--- config.mk ---
export PLATFORM = sky130hd
export DESIGN_NAME = lfsr_rand_range
export DESIGN_NICKNAME = d
export VERILOG_FILES = /design/src/rtl/rand_pkg.sv /design/src/rtl/lfsr_step.sv /design/src/rtl/lfsr_rand_range.sv
export SDC_FILE = /design/constraint.sdc
export NUM_CORES = 1
export LEC_CHECK = 0
export ABC_AREA = 1
export CORE_UTILIZATION = 55
export CTS_BUF_LIST = sky130_fd_sc_hd__clkbuf_4
export DETAILED_ROUTE_END_ITERATION = 10
export PLACE_DENSITY = 0.78
export SETUP_SLACK_MARGIN = 0.1
export SLEW_MARGIN = 20
export SYNTH_ARGS = -nofsm -noshare
export SYNTH_HDL_FRONTEND = slang
export SYNTH_SLANG_ARGS = --single-unit
--- constraint.sdc ---
create_clock -name clk -period 4.4 [get_ports clk]
set_input_delay 0.66 -clock clk [delete_from_list [all_inputs] [get_ports clk]]
set_output_delay 0.66 -clock clk [all_outputs]
set_load 0.05 [all_outputs]
--- src/rtl/rand_pkg.sv ---
// Shared state encoding and default constants for the ranged LFSR random source.
package rand_pkg;

  typedef enum logic [1:0] {
    IDLE   = 2'd0,
    STEP   = 2'd1,
    REDUCE = 2'd2
  } rand_state_t;

  localparam int          RAND_WIDTH = 16;
  localparam logic [15:0] RAND_TAPS  = 16'hB400;
  localparam logic [15:0] RAND_SEED  = 16'h00FF;
  localparam int          RAND_OUT_W = 9;

endpackage

--- src/rtl/lfsr_step.sv ---
// Combinational Fibonacci LFSR next-state with all-zero lockup recovery to SEED.
module lfsr_step
  import rand_pkg::*;
#(
  parameter int               WIDTH = RAND_WIDTH,
  parameter logic [WIDTH-1:0] TAPS  = RAND_TAPS,
  parameter logic [WIDTH-1:0] SEED  = RAND_SEED
) (
  input  logic [WIDTH-1:0] cur,
  output logic [WIDTH-1:0] nxt
);

  // parity[i] is the XOR of the tapped bits below position i
  logic [WIDTH:0] parity;

  assign parity[0] = 1'b0;

  generate
    for (genvar gi = 0; gi < WIDTH; gi++) begin : g_tap
      assign parity[gi+1] = parity[gi] ^ (cur[gi] & TAPS[gi]);
    end
  endgenerate

  assign nxt = (cur == '0) ? SEED : {cur[WIDTH-2:0], parity[WIDTH]};

endmodule

--- src/rtl/lfsr_rand_range.sv ---
// Request/valid random source reducing LFSR output into [lo, hi] by repeated subtraction.
// Define RAND_FREERUN_EN to let the LFSR advance every idle cycle for extra entropy.
module lfsr_rand_range
  import rand_pkg::*;
#(
  parameter int               WIDTH = RAND_WIDTH,
  parameter logic [WIDTH-1:0] TAPS  = RAND_TAPS,
  parameter logic [WIDTH-1:0] SEED  = RAND_SEED,
  parameter int               OUT_W = RAND_OUT_W
) (
  input  logic             clk,
  input  logic             rst_n,
  input  logic             req,
  input  logic [OUT_W-1:0] lo,
  input  logic [OUT_W-1:0] hi,
  input  logic             seed_load,
  input  logic [WIDTH-1:0] seed_in,
  output logic [OUT_W-1:0] rand_out,
  output logic             rand_valid,
  output logic             range_err,
  output logic             busy
);

  rand_state_t      state_reg;
  logic [WIDTH-1:0] lfsr_reg;
  logic [WIDTH-1:0] lfsr_next;
  logic             req_d_reg;
  logic [OUT_W-1:0] lo_r_reg;
  logic [OUT_W-1:0] hi_r_reg;
  logic [OUT_W-1:0] cand_reg;
  logic [OUT_W:0]   span_reg;
  logic             req_p;

  lfsr_step #(
    .WIDTH (WIDTH),
    .TAPS  (TAPS),
    .SEED  (SEED)
  ) u_step (
    .cur (lfsr_reg),
    .nxt (lfsr_next)
  );

  assign req_p = req & ~req_d_reg;
  assign busy  = (state_reg != IDLE);

  always_ff @(posedge clk or negedge rst_n) begin
    if (!rst_n) begin
      state_reg  <= IDLE;
      lfsr_reg   <= SEED;
      req_d_reg  <= 1'b0;
      lo_r_reg   <= '0;
      hi_r_reg   <= '0;
      cand_reg   <= '0;
      span_reg   <= '0;
      rand_out   <= '0;
      rand_valid <= 1'b0;
      range_err  <= 1'b0;
    end else begin
      req_d_reg  <= req;
      rand_valid <= 1'b0;
      range_err  <= 1'b0;
      if (seed_load) begin
        // a reload also drops whatever request is in flight
        lfsr_reg  <= (seed_in == '0) ? SEED : seed_in;
        state_reg <= IDLE;
      end else begin
        case (state_reg)
          IDLE: begin
`ifdef RAND_FREERUN_EN
            lfsr_reg <= lfsr_next;
`endif
            if (req_p) begin
              lo_r_reg  <= lo;
              hi_r_reg  <= hi;
              // span wraps when hi < lo; REDUCE never uses it in that case
              span_reg  <= {1'b0, hi} - {1'b0, lo} + {{OUT_W{1'b0}}, 1'b1};
              state_reg <= STEP;
            end
          end
          STEP: begin
            lfsr_reg  <= lfsr_next;
            cand_reg  <= lfsr_next[OUT_W-1:0];
            state_reg <= REDUCE;
          end
          REDUCE: begin
            if (hi_r_reg < lo_r_reg) begin
              rand_out   <= lo_r_reg;
              rand_valid <= 1'b1;
              range_err  <= 1'b1;
              state_reg  <= IDLE;
            end else if ({1'b0, cand_reg} >= span_reg) begin
              cand_reg <= cand_reg - span_reg[OUT_W-1:0];
            end else begin
              rand_out   <= lo_r_reg + cand_reg;
              rand_valid <= 1'b1;
              state_reg  <= IDLE;
            end
          end
          default: state_reg <= IDLE;
        endcase
      end
    end
  end

endmodule

==> flow_metrics.py, run 1 <==
metrics = {
    "synthesis": {
        "synthTopCellsByCount": "nand2_1, inv_1, dfrtp_1",
        "synth_top_area_share_pct": 31.6,
        "netlist_instances": 634,
        "yosys_register_bits": 67,
        "synth.most_common_cell": "nand2_1",
        "synth_cell_types": 34,
        "syn_avg_cell_area_um2": 7.37,
        "async_flop_share_pct": 100,
        "ys_top_cells_by_area": "dfrtp_1, nand2_1, ha_1",
        "synth_edf_count": 0,
        "synth_top_area_cell": "dfrtp_1",
        "ys_seq_area_share_pct": 36.1,
        "ys_warn_count": 0,
        "synth_flop_cell": "dfrtp_1",
        "syn-cell-area_um2": 4670,
        "syn-num-nets": 717,
    },
    "timing": {
        "finClkSkew_ps": 18.9,
        "fin_ws_ps": 1890,
        "hold_violations": 0,
        "final_max_slew_viol_count": 0,
        "tns_ps": 0,
        "period_share_pct": 57.1,
        "rsz0062_at_grt": "no",
        "max_slew_margin_pct": 49.7,
        "finalCriticalPeriod_ps": 2510,
        "setup_viol": 0,
        "worst_pin_slew_ps": 755,
        "fmaxAchievable_mhz": 398,
    },
    "die": {
        "placementRows": 33,
        "die_w_um": 94.2,
        "coreArea_um2": 8220,
        "die_y_um": 94.2,
        "ios": 50,
        "die_area_um2": 8870,
        "start_util_pct": 56.9,
    },
    "cells_and_area": {
        "area_delta_synth_final_pct": 15.1,
        "diodes": 0,
        "seq_area_um2": 1690,
        "layout-drive-gt1-share_pct": 6.38,
        "multi_input_area_um2": 2520,
        "fin_nets": 768,
        "nFillCells": 735,
        "largest_reg_flops": 16,
    },
    "drt": {
        "via_count": 4263,
        "drc": 0,
        "firstDrtPassIters": 5,
        "drt_iter0_drc": 192,
        "ant_nets": 0,
        "vias_per_cell": 5.36,
        "wl_um": 11100,
        "wl_per_cell_um": 13.9,
    },
    "cts": {
        "clock_path_buffers": 2,
        "cts.sinks": 67,
        "root_buffer": "clkbuf_4",
        "clock_latency_ps": 440,
        "tritoncts": "done",
        "numCtsBuffers": 9,
        "ctsResizeCount": 0,
        "htree_levels": 3,
        "postCtsSetupRepairBufs": 0,
        "path_clk_slew_ps": 120,
        "holdBufCountCts": 0,
    },
    "placement": {
        "dp_hpwl_um": 8610,
        "portBuffers": 49,
        "post-place-ws_ps": 1490,
        "gp_congestion": 0.947,
    },
    "power": {
        "ir_worst_vdd_v": 0.000223,
        "leakage_nw": 2.94,
        "power.density_nw_per_um2": 467,
    },
    "global_routing": {
        "grt_antenna_before_repair": 0,
        "grt_pass1_wl_um": 18500,
        "grt_pass1_vias": 3994,
        "grt_overflow": 0,
        "grt.total_usage_pct": 27.5,
        "grt_max_degree": 36,
    },
    "run_status": {
        "status": "complete, no violations",
    },
    "setup_path": {
        "critPathKind": "reg -> out",
        "timing.rr.start": "lo_r_reg[2]$_DFFE_PN0P_",
        "cp_max_fo": 3,
        "crit_path_end_kind": "output port",
        "r2r_end": "cand_reg[7]$_DFFE_PN0P_",
        "r2r_cells": 12,
        "cp.arrival_ps": 1850,
        "cp-start-kind": "register",
        "crit_required_ps": 3740,
        "rrSetupSlack_ps": 2310,
    },
    "flow_run": {
        "max_cap_viol_count": 0,
    },
    "min_path": {
        "hold_class": "in -> async",
    },
}
-- how the worst max path moves through the flow --
| stage | start | to | slack, ps |
|---|---|---|---|
| after global placement | hi[1] | span_reg[7]$_DFFE_PN0P_ | 1580 |
| after detailed placement | seed_load | span_reg[5]$_DFFE_PN0P_ | 1490 |
| after global routing | seed_load | span_reg[4]$_DFFE_PN0P_ | 1690 |
| after CTS | state_reg[0]$_DFFE_PN0P_ | busy | 1870 |
| final | state_reg[0]$_DFFE_PN0P_ | busy | 1890 |
| after floorplan | hi[1] | span_reg[7]$_DFFE_PN0P_ | 2140 |
-- stage by stage --
step                utilization [%]  instance area [µm²]  hold WS, ps  total power [mW]  std cells
floorplan                         -                 4670          364              1.75        634
global placement               63.9                 5250          461              2.05        779
detailed placement             63.9                 5250          463              2.09        779
CTS                            65.5                 5380          306              2.51        795
global route                   65.5                 5380          339              2.71        795
finish                         65.5                 5380          276              2.51        795
-- worst max-delay path, stage by stage, from the launching register on --
cell and delay [ps]:
dfrtp_1 450, nor2_1 210, inv_1 60, clkdlybuf4s50_1 690
-- where the power goes --
| part | internal (mW) | switching, mW |
|---|---|---|
| Sequential | 0.757 | 0.118 |
| Combinational | 0.455 | 0.761 |
| Clock | 0.188 | 0.233 |
| Total | 1.40 | 1.11 |
-- cells by family after synthesis --
family / Yosys count / share of synthesized area (%)
and+or+nand+nor: 316 / 29.9
buffers and inverters: 119 / 9.93
AOI/OAI and AO/OA: 76 / 9.53
DFF: 67 / 36.1
adders and majority gates: 45 / 12.5
xor gates and xnor gates: 11 / 2.06
-- cell usage in the layout (no fill, tap or decap), types with 4 or more instances in the layout --
master | Yosys | routed
nand2_1 | 223 | 223
inv_1 | 105 | 105
dfrtp_1 | 59 | 59
clkdlybuf4s50_1 | 0 | 48
ha_1 | 42 | 42
nand3_1 | 36 | 36
o21ai_0 | 27 | 27
a21oi_1 | 21 | 21
nor2_1 | 20 | 20
nand4_1 | 16 | 16
clkbuf_4 | 0 | 12
xor2_1 | 8 | 8
o221ai_1 | 8 | 8
a22oi_1 | 8 | 8
dfstp_2 | 8 | 8
o21ai_1 | 5 | 5
nand2_2 | 4 | 4
nand3b_1 | 4 | 4
-- metal layers --
metal,track usage (%),part of all wire (%),wire (µm),vias to the layer above
li1,-,-,-,2126
met5,0,0,0,-
met2,46.0,48,5300,128
met1,34.8,45,4950,1984
met3,5.50,5.5,604,25
met4,10.6,1.9,214,0
-- layout make-up --
type                    count  share of cell area, %
multi-input cells         448                   46.9
flip-flops and latches     67                   31.3
repair buffers             50                   9.16
inverters                 109                   7.70
well taps                 105                   2.44
clock buffers              12                   1.67
clock inverters             4                  0.791
(Power assumes the default switching activity.)
==> run 2, diff against run 1 <==
CORE_UTILIZATION = 53   (was 55)
clock period = 2.2 ns   (was 4.4 ns; I/O delays follow)
==> flow_metrics.py, run 2 (synthesis gave the netlist of run 1 again) <==
metrics = {
    "drt": {
        "via_count": 4362,
        "vias_per_cell": 5.29,
        "ant_nets": 0,
        "drt_iter0_drc": 239,
        "drc": 0,
        "firstDrtPassIters": 5,
        "wl_um": 11600,
        "wl_per_cell_um": 14.1,
    },
    "power": {
        "ir_worst_vdd_v": 0.000399,
        "total_power_mw": 5.62,
        "leakage_nw": 3.12,
        "power.density_nw_per_um2": 979,
    },
    "global_routing": {
        "grt_pass1_wl_um": 18700,
        "grt.total_usage_pct": 26.8,
        "grt_antenna_before_repair": 0,
        "grt_max_degree": 30,
        "grt_pass1_vias": 4048,
        "grt_overflow": 0,
    },
    "timing": {
        "finalCriticalPeriod_ps": 2000,
        "fin_hold_ws_ps": 353,
        "max_slew_margin_pct": 51.3,
        "fin_ws_ps": 199,
        "finClkSkew_ps": 15.6,
        "worst_pin_slew_ps": 730,
        "setup_viol": 0,
        "rsz0062_at_grt": "yes",
        "fmaxAchievable_mhz": 500,
        "period_share_pct": 91.0,
        "hold_violations": 0,
        "final_max_slew_viol_count": 0,
    },
    "setup_path": {
        "cp-start-kind": "input pin",
        "r2r_cells": 12,
        "crit_required_ps": 2540,
        "cp.arrival_ps": 2340,
        "cp_max_fo": 3,
        "crit_path_end_kind": "register",
        "critPathKind": "in -> reg",
    },
    "cells_and_area": {
        "largest_reg_flops": 16,
        "fin_nets": 797,
        "multi_input_area_um2": 2590,
        "diodes": 0,
        "area_delta_synth_final_pct": 22.8,
        "final_common_cell": "nand2_1",
        "seq_area_um2": 1690,
        "final_core_util_pct": 68.5,
        "layout-drive-gt1-share_pct": 11.3,
        "fin_area_um2": 5740,
        "nFillCells": 714,
        "final_cell_mix": "nand2_1, inv_1, dfrtp_1",
    },
    "placement": {
        "gp_congestion": 0.849,
        "post-place-ws_ps": -327,
        "portBuffers": 49,
        "dp_hpwl_um": 8630,
        "placed_area_um2": 5400,
    },
    "run_status": {
        "status": "complete, no violations",
    },
    "cts": {
        "numCtsBuffers": 9,
        "htree_levels": 3,
        "clock_path_buffers": 2,
        "tritoncts": "done",
        "path_clk_slew_ps": 120,
        "root_buffer": "clkbuf_4",
        "clock_latency_ps": 440,
        "cts.sinks": 67,
    },
    "die": {
        "coreArea_um2": 8380,
        "die_w_um": 95.9,
        "ios": 50,
        "placementRows": 33,
        "start_util_pct": 55.8,
        "die_y_um": 95.9,
        "die_area_um2": 9200,
    },
    "flow_run": {
        "max_cap_viol_count": 0,
    },
    "min_path": {
        "hold_class": "in -> reg",
        "min_path_cells": 1,
    },
}
-- run 2: critical path, stage by stage --
cell,delay [ps]
clkdlybuf4s50_1,470
inv_1,60
ha_1,270
inv_1,40
ha_2,190
fa_2,360
nand3_1,90
nand3_2,100
nand3_2,80
nand3_1,80
xor2_1,140
nand2_1,60
nand2_1,60
-- run 2: repair_timing --
action                                 in CTS  in global routing
endpoints found under the hold margin      19                  0
resized for setup                           1                 11
pin swaps                                   0                  5
setup endpoints to repair                   1                 20
hold buffers                                1                  0
cloned                                      0                  2
setup buffers                               0                  7
-- run 2: where the power goes --
part           total [mW]  switching, mW  leakage [nW]  internal, mW
registers            1.72          0.204         0.830          1.51
logic                2.69           1.64          2.18          1.06
clock network        1.21          0.504         0.111         0.706
total                5.62           2.34          3.12          3.28
-- run 2: worst paths after layout --
check	slack [ps]	startpoint	endpoint
worst max-delay path	200	hi[1]	span_reg[7]$_DFFE_PN0P_
worst min-delay path	350	req	req_d_reg$_DFF_PN0_
worst max register to register	200	cand_reg[0]$_DFFE_PN0P_	cand_reg[7]$_DFFE_PN0P_
worst min register to register	500	rand_out[2]$_DFFE_PN0P_	rand_out[2]$_DFFE_PN0P_
max in group asynchronous	1060	rst_n	cand_reg[3]$_DFFE_PN0P_
min in group asynchronous	480	rst_n	span_reg[7]$_DFFE_PN0P_
-- run 2: through the flow --
step | TNS [ps] | std cells
after floorplan | 0 | 634
after global placement | -653 | 798
after detailed placement | -985 | 798
after CTS | 0 | 815
after global routing | 0 | 824
final | 0 | 824
-- run 2: layout make-up --
class | count | area share [%]
multi-input combinational | 450 | 45.1
clock buffer | 10 | 1.31
sequential | 67 | 29.4
clock inverter | 6 | 2.40
tap | 105 | 2.29
inverter | 109 | 7.21
timing repair buffer | 77 | 12.4
-- run 2: routing by layer --
| layer | track usage [%] | routed length, µm |
|---|---|---|
| met1 | 37.3 | 5480 |
| met2 | 41.9 | 5340 |
| met3 | 5.13 | 529 |
| met4 | 9.20 | 257 |
| met5 | 0 | 0 |
==> run 3, diff against run 2 <==
clock period = 1.7 ns   (was 2.2 ns; I/O delays follow)
==> flow_metrics.py, run 3 (synthesis gave the netlist of run 1 again) <==
metrics = {
    "setup_path": {
        "critPathKind": "reg -> reg",
        "cp_slowest_cell": "dfrtp_1",
        "rrSetupSlack_ps": -200,
        "cp-start-kind": "register",
        "cp_cell_sequence": "inv_1, ha_2, fa_2, inv_2, nand2_2, nand3_2, nand2_2, nand2_4, nand3_4, nand2_8, nand2_1, nand2_1",
        "crit_required_ps": 2060,
        "crit_path_end_kind": "register",
        "cp.arrival_ps": 2260,
        "cp_max_fo": 6,
        "slowest_delay_ps": 420,
    },
    "cells_and_area": {
        "fin_nets": 858,
        "final_cell_mix": "nand2_1, inv_1, buf_4",
        "diodes": 0,
        "fin_cells": 885,
        "largest_reg_flops": 16,
        "final_common_cell": "nand2_1",
        "area_delta_synth_final_pct": 39.3,
        "layout-drive-gt1-share_pct": 27.9,
    },
    "timing": {
        "hold_violations": 0,
        "fin_ws_ps": -201,
        "finalCriticalPeriod_ps": 1900,
        "max_slew_margin_pct": 63.2,
        "rsz0062_at_grt": "yes",
        "finClkSkew_ps": 20.3,
        "worst_pin_slew_ps": 552,
        "setup_viol": 20,
        "final_max_slew_viol_count": 0,
        "fmaxAchievable_mhz": 526,
        "period_share_pct": 112,
        "fin_hold_ws_ps": 125,
    },
    "power": {
        "power.density_nw_per_um2": 1190,
        "ir_worst_vdd_v": 0.000651,
        "leakage_nw": 3.50,
        "total_power_mw": 7.72,
    },
    "cts": {
        "htree_levels": 3,
        "root_buffer": "clkbuf_4",
        "cts.sinks": 67,
        "path_clk_slew_ps": 130,
        "tritoncts": "done",
        "numCtsBuffers": 9,
        "clock_latency_ps": 430,
        "clock_path_buffers": 2,
    },
    "placement": {
        "dp_hpwl_um": 9440,
        "dp.cells": 856,
        "gp_congestion": 0.924,
        "portBuffers": 49,
    },
    "die": {
        "coreArea_um2": 8380,
        "die_w_um": 95.9,
        "placementRows": 33,
        "start_util_pct": 55.8,
        "die_area_um2": 9200,
        "ios": 50,
        "die_y_um": 95.9,
    },
    "drt": {
        "drc": 0,
        "firstDrtPassIters": 5,
        "via_count": 4769,
        "wl_per_cell_um": 14.8,
        "drt_iter0_drc": 271,
        "wl_um": 13100,
        "ant_nets": 0,
        "vias_per_cell": 5.39,
    },
    "flow_run": {
        "max_cap_viol_count": 0,
    },
    "global_routing": {
        "grt_overflow": 0,
        "grt_max_degree": 25,
        "grt_pass1_wl_um": 20800,
        "grt.total_usage_pct": 30.2,
        "grt_pass1_vias": 4417,
        "grt_antenna_before_repair": 0,
    },
    "run_status": {
        "status": "finished, violations left",
        "failed_checks": "negative setup slack",
    },
    "min_path": {
        "hold_class": "in -> reg",
    },
}
-- run 3: worst paths after layout --
kind / start / endpoint / cells after the start
setup / recovery: cand_reg[0]$_DFFE_PN0P_ / cand_reg[8]$_DFFE_PN0P_ / 12
hold / removal: hi[1] / hi_r_reg[1]$_DFFE_PN0P_ / 3
setup reg to reg: cand_reg[0]$_DFFE_PN0P_ / cand_reg[8]$_DFFE_PN0P_ / 12
hold reg to reg: rand_out[5]$_DFFE_PN0P_ / rand_out[5]$_DFFE_PN0P_ / 2
max in group asynchronous: rst_n / lfsr_reg[3]$_DFFE_PN1P_ / 3
min in group asynchronous: rst_n / rand_out[1]$_DFFE_PN0P_ / 2
-- run 3: final cells by class --
cell class,instances,area (µm²)
clock buffer,9,67.6
clock inverter,7,98.8
fill,590,1870
inverter,109,429
multi-input combinational,451,2930
sequential,67,1690
tap,105,131
timing repair buffer,136,1150
timing repair inverter,1,11.3
-- run 3: stage by stage --
stage	cell area [µm²]	utilization (%)	setup slack [ps]	TNS, ps
after detailed placement	5910	70.5	-715	-6700
after global routing	6510	77.7	-290	-5110
after global placement	5910	70.5	-691	-6150
after CTS	6360	75.9	-161	-2570
after floorplan	4740	-	-16.3	-16.3
final	6510	77.7	-201	-3360
-- run 3: what timing repair did --
action                                 4_1_cts  5_1_grt
hold buffers                                 1        0
gates resized for setup                     46       41
pin swaps                                   11       16
gates cloned                                 4        0
endpoints found under the hold margin       16        0
buffers inserted                             6        2
setup endpoints to repair                   28       30
-- run 3: power by group --
group | switching, mW | leakage [nW] | internal [mW]
combinational | 2.40 | 2.59 | 1.84
sequential | 0.236 | 0.830 | 1.96
clock | 0.679 | 0.0885 | 0.607
-- run 3: metal layers --
metal | vias up | wire, µm | track usage [%]
li1 | 2319 | - | -
met1 | 2272 | 5870 | 40.1
met2 | 158 | 6380 | 50.5
met3 | 20 | 618 | 3.87
met4 | 0 | 243 | 10.6
met5 | - | 0 | 0
-- run 3: critical path: cells and delay by family, from the launching register on --
family / cells / cell delay [ps]
flops: 1 / 420
simple gates: 8 / 740
fa+ha+maj: 2 / 520
buf+inv: 2 / 140
